[config.mk]
export PLATFORM = sky130hd
export DESIGN_NAME = prefetch_queue
export DESIGN_NICKNAME = d
export VERILOG_FILES = /design/src/rtl/prefetch_queue.sv
export SDC_FILE = /design/constraint.sdc
export NUM_CORES = 1
export LEC_CHECK = 0
export BUFFER_PORTS_ARGS = -buffer_cell sky130_fd_sc_hd__buf_2
export CAP_MARGIN = 20
export CORE_MARGIN = 3
export CORE_UTILIZATION = 57
export CTS_CLUSTER_SIZE = 10
export DETAILED_ROUTE_END_ITERATION = 12
export PLACE_DENSITY_LB_ADDON = 0.3
export SLEW_MARGIN = 15
export SYNTH_ARGS = -nofsm -noshare
export SYNTH_HDL_FRONTEND = slang
export SYNTH_SLANG_ARGS = --single-unit
[constraint.sdc]
create_clock -name clk -period 3.7 [get_ports clk]
set_input_delay 0 -clock clk [delete_from_list [all_inputs] [get_ports clk]]
set_output_delay 0 -clock clk [all_outputs]
set_load 0.02 [all_outputs]
[src/rtl/prefetch_queue.sv]
// prefetch_queue
//
// Instruction prefetch buffer between instruction memory and decode. It
// fetches sequential word addresses through a req/ack handshake that
// tolerates wait states. Fetched {pc, inst} pairs are held in a small
// circular buffer, and decode drains them through a valid/ready port. A
// taken branch from execute (redirect) flushes the buffer and restarts
// fetching from the new PC.
//
// Parameters
//   DEPTH       buffer entries (power of two, >= 2)
//   RESET_PC    first fetch address after reset (word aligned)
//
// Ports
//   clk           in   clock, all state on rising edge
//   reset         in   asynchronous, active-low
//   imem_req      out  fetch request
//   imem_addr     out  word-aligned fetch address
//   imem_ack      in   memory accepts request, imem_data valid this cycle
//   imem_data     in   fetched instruction word
//   redirect      in   taken branch/jump pulse from execute
//   redirect_pc   in   new fetch PC (bits [1:0] ignored)
//   out_valid     out  head entry available
//   out_inst      out  head instruction
//   out_pc        out  PC of head instruction
//   out_ready     in   decode consumes head this cycle
//   occupancy     out  entries currently held

module prefetch_queue #(
  parameter int          DEPTH    = 4,
  parameter logic [31:0] RESET_PC = 32'h0000_0000
) (
  input  logic                       clk,
  input  logic                       reset,
  output logic                       imem_req,
  output logic [31:0]                imem_addr,
  input  logic                       imem_ack,
  input  logic [31:0]                imem_data,
  input  logic                       redirect,
  input  logic [31:0]                redirect_pc,
  output logic                       out_valid,
  output logic [31:0]                out_inst,
  output logic [31:0]                out_pc,
  input  logic                       out_ready,
  output logic [$clog2(DEPTH+1)-1:0] occupancy
);

  localparam int PTR_W = $clog2(DEPTH);
  localparam int CNT_W = $clog2(DEPTH+1);

  localparam logic [CNT_W-1:0] CNT_FULL = CNT_W'(DEPTH);
  localparam logic [CNT_W-1:0] CNT_ONE  = CNT_W'(1);
  localparam logic [PTR_W-1:0] PTR_ONE  = PTR_W'(1);

  logic [31:0]      fetch_pc;
  logic [PTR_W-1:0] rd_ptr;
  logic [PTR_W-1:0] wr_ptr;
  logic [CNT_W-1:0] count;
  logic             reset_seen;

  logic [31:0]      mem_pc   [DEPTH];
  logic [31:0]      mem_inst [DEPTH];

  logic             push;
  logic             pop;
  logic [31:0]      redirect_target;

  // Request is held off until one clock edge has been seen out of reset,
  // so imem_req is low for the whole time reset is asserted. Full is judged
  // on the registered count only: a pop this cycle does not free a slot
  // for a fetch until the next cycle.
  assign imem_req  = reset_seen && (count < CNT_FULL) && !redirect;
  assign imem_addr = fetch_pc;

  assign out_valid = (count != '0);
  assign out_pc    = mem_pc[rd_ptr];
  assign out_inst  = mem_inst[rd_ptr];
  assign occupancy = count;

  // imem_req is already low during redirect, so push can never collide
  // with a flush. Pops during redirect are squashed.
  assign push = imem_req && imem_ack;
  assign pop  = out_valid && out_ready && !redirect;

  assign redirect_target = redirect_pc & 32'hFFFF_FFFC;

  always_ff @(posedge clk or negedge reset) begin
    if (!reset) begin
      reset_seen <= 1'b0;
    end else begin
      reset_seen <= 1'b1;
    end
  end

  always_ff @(posedge clk or negedge reset) begin
    if (!reset) begin
      fetch_pc <= RESET_PC;
      rd_ptr   <= '0;
      wr_ptr   <= '0;
      count    <= '0;
    end else if (redirect) begin
      fetch_pc <= redirect_target;
      rd_ptr   <= '0;
      wr_ptr   <= '0;
      count    <= '0;
    end else begin
      if (push) begin
        wr_ptr   <= wr_ptr + PTR_ONE;
        fetch_pc <= fetch_pc + 32'd4;
      end
      if (pop) begin
        rd_ptr <= rd_ptr + PTR_ONE;
      end
      case ({push, pop})
        2'b10:   count <= count + CNT_ONE;
        2'b01:   count <= count - CNT_ONE;
        default: count <= count;
      endcase
    end
  end

  // Storage has no reset; entries are only read when count says they hold
  // valid data.
  always_ff @(posedge clk) begin
    if (push) begin
      mem_pc[wr_ptr]   <= fetch_pc;
      mem_inst[wr_ptr] <= imem_data;
    end
  end

endmodule
==> flow_summary.ini <==
[power_and_ir_drop]
powerDensity_mw_per_mm2 = 621
leakagePower_nw = 4.89
ir_drop_v = 0.000423

[layout]
drive_above_1_share_pct = 33.2
fillCellCount = 1127
antenna_cells = 0
syn_to_final_growth_pct = 24.1
layout.nets = 908

[critical_path]
regToRegSetupSlack_ns = 1.10
slowest_stage = and3b_1
crit_path_end_kind = flip-flop
critPathRequiredTime_ns = 4.11
crit_chain = and3b_1 -> nand3_1 -> or4_1 -> a31oi_1
cp_max_fo = 16
worstPathArrival_ns = 3.01
crit_type = reg -> reg
cp-start-kind = flip-flop
crit_path_max_incr_delay_ns = 0.69

[logic_synthesis]
avgSynthCellArea_um2 = 19.0
ys_seq_area_share_pct = 74.4
synth_ff_type = edfxtp_1
yosysUniqueCellTypes = 48
synth-async-reset-ratio_pct = 13.3
syn-instance-count = 595
synth-edff-count = 248
ys_seq_elements = 286
yosysWarningCount = 0
synth_area_mm2 = 0.0113

[timing]
hold_viol = 0
fin_worst_skew_ns = 0.0151
fin_setup_tns_ns = 0
period_share_pct = 70.3
maxSlewViolCount = 0
timing.fmax_ghz = 0.385
period_needed_ns = 2.60
whs_ns = 0.0743
worst_pin_slew_ns = 0.967
setup_viol = 0
timing.final.ws_setup_ns = 1.10
rsz0062_at_grt = no
maxSlewHeadroom_pct = 35.6

[placement]
gp_congestion = 0.843
dpl.hpwl_mm = 13.8
place_ws_ns = 1.14
portBuffers = 163

[drt]
wl_per_cell_um = 21.4
drt_iter0_markers = 472
vias_per_cell = 5.97
wl_mm = 23.8
via_count = 6625
drc = 0
drtPass1Iterations = 5
antenna_left = 0

[floorplanning]
rows = 50
die_x_um = 147
die-area_mm2 = 0.0215
initial_utilization_pct = 59.1
core_area_mm2 = 0.0191
die_y_um = 147
io_pins = 170

[status]
status = finished clean

[clock_network]
root_buffer = clkbuf_16
clk_pin_slew_ns = 0.05
cts_tree = done
cts_buffer_depth = 3
post_cts_resized = 0
numCtsBuffers = 34
htree_levels = 2
clk_latency_ns = 0.50
cts_num_sinks = 286

[global_routing]
antenna_found_initial = 0
grt_max_degree = 64
grt_pass1_vias = 6844
grtUsageTotal_pct = 22.5
grt_pass1_wl_mm = 38.0
grt_overflow = 0

[run]
maxCapViolations = 0

[hold_path]
hold_path_class = in -> reg
## where the power goes
part	total [W]	internal, W	switching [W]
clock network	0.00294	0.00181	0.00113
registers	0.00396	0.00366	0.000295
logic	0.00180	0.000851	0.000946
## state kept, by name (all words and copies together) (netlist names)
| signal | cells |
|---|---|
| imem_addr | 30 |
| mem_inst | 128 |
| mem_pc | 120 |
| occupancy | 3 |
| rd_ptr | 2 |
| reset_seen | 1 |
| wr_ptr | 2 |
## cell type report
cell class,instances,area [um^2],share of cell area (%)
Inverter,6,22.5,0.161
Timing Repair Buffer,235,1540,11.0
Multi-Input combinational cell,270,2720,19.4
Tap cell,260,325,2.32
Sequential cell,286,8410,60.0
Clock buffer,52,982,7.02
## per-stage QoR
stage	area, um^2	power, W	utilization [%]	cells
global placement	12400	0.00574	64.8	992
CTS	14000	0.00880	73.4	1109
finish	14000	0.00869	73.4	1109
global route	14000	0.00905	73.4	1109
floorplan	11300	0.00519	-	598
detailed placement	12400	0.00579	64.8	992
## worst max-delay path, delay by kind of cell (launching register included)
family	cells	cell delay (ns)
AND/OR/NAND/NOR	3	1.84
flip-flops	1	0.48
AO/OA/AOI/OAI	1	0.20
## cells by family (layout without fill, tap and decap cells)
kind of cell / Yosys count / after routing / synth area share, %
other: 2 / 5 / 0.0666
adders and majority gates: 6 / 6 / 0.732
AOI/OAI and AO/OA: 48 / 48 / 2.76
and+or+nand+nor: 133 / 133 / 6.62
muxes: 64 / 64 / 12.6
buffers and inverters: 42 / 293 / 1.75
DFF: 286 / 286 / 74.4
xor gates and xnor gates: 14 / 14 / 1.09
## routing by layer
metal | vias up | global-route usage, % | wire [um] | share of wire [%]
met5 | - | 0 | 0 | 0
met4 | 0 | 7.06 | 547 | 2.3
met3 | 49 | 3.98 | 1680 | 7.1
met2 | 313 | 37.8 | 12200 | 51
met1 | 3379 | 30.6 | 9330 | 39
li1 | 2884 | - | - | -
## synth_stat cells (all sizes together), types with 2 or more instances
master  instances  area, um^2
edfxtp        248        7450
mux4           62        1400
dfrtp          38         951
nand2          30         113
clkbuf         22        93.8
nand3          20         100
nor2           19        71.3
o21ai          15        75.1
buf            14        81.3
or4            14         109
nand4          10        68.8
a31oi           9        56.3
o31ai           9        67.6
xnor2           9        78.8
and3            8        51.3
nor3            8        40.0
and4            6        53.8
inv             6        22.5
o211ai          6        45.0
ha              5        62.6
xor2            5        43.8
or3             4        26.3
a22oi           3        22.5
nor2b           3        18.8
a21oi           2        10.0
and2            2        12.5
conb            2        7.51
mux2i           2        20.0
nand4b          2        17.5
nor4            2        12.5
## worst paths after layout
check | start | endpoint | depth (start not counted)
setup / recovery | occupancy[2]$_DFFE_PN0P_ | imem_addr[19]$_DFFE_PN0N_ | 4
hold / removal | redirect | occupancy[1]$_DFFE_PN0P_ | 3
setup reg to reg | occupancy[2]$_DFFE_PN0P_ | imem_addr[19]$_DFFE_PN0N_ | 4
hold reg to reg | wr_ptr[1]$_DFFE_PN0N_ | wr_ptr[1]$_DFFE_PN0N_ | 2
max in group asynchronous | reset | rd_ptr[0]$_DFFE_PN0P_ | 2
min in group asynchronous | reset | imem_addr[6]$_DFFE_PN0N_ | 2
## cell usage in the layout, fill, tap and decap left out, types with 3 or more instances in the layout
master | Yosys | final
mux4_2 | 62 | 62
inv_1 | 6 | 6
clkbuf_16 | 0 | 37
and3_4 | 0 | 4
o211ai_1 | 6 | 6
ha_1 | 5 | 5
or4_1 | 13 | 13
and3_1 | 7 | 3
conb_1 | 2 | 5
nor2b_1 | 3 | 3
o31ai_1 | 9 | 9
a22oi_1 | 3 | 3
dfrtp_1 | 38 | 36
nor3_1 | 8 | 8
edfxtp_1 | 248 | 248
and4_1 | 5 | 5
a31oi_1 | 9 | 9
nand3_1 | 20 | 20
nand2_1 | 30 | 30
nand4_1 | 9 | 9
buf_4 | 5 | 5
nor2_1 | 19 | 19
clkbuf_1 | 19 | 15
or3_1 | 3 | 3
buf_2 | 8 | 163
dlygate4sd3_1 | 0 | 65
o21ai_0 | 15 | 15
xnor2_1 | 9 | 9
xor2_1 | 5 | 5
## timing repair
action                     in CTS  in global routing
setup endpoints to repair       0                  0
hold buffers                   65                  0
buffers inserted                0                  0
hold endpoints to repair      199                  0
Note: power is estimated with default switching activity, not from simulation.
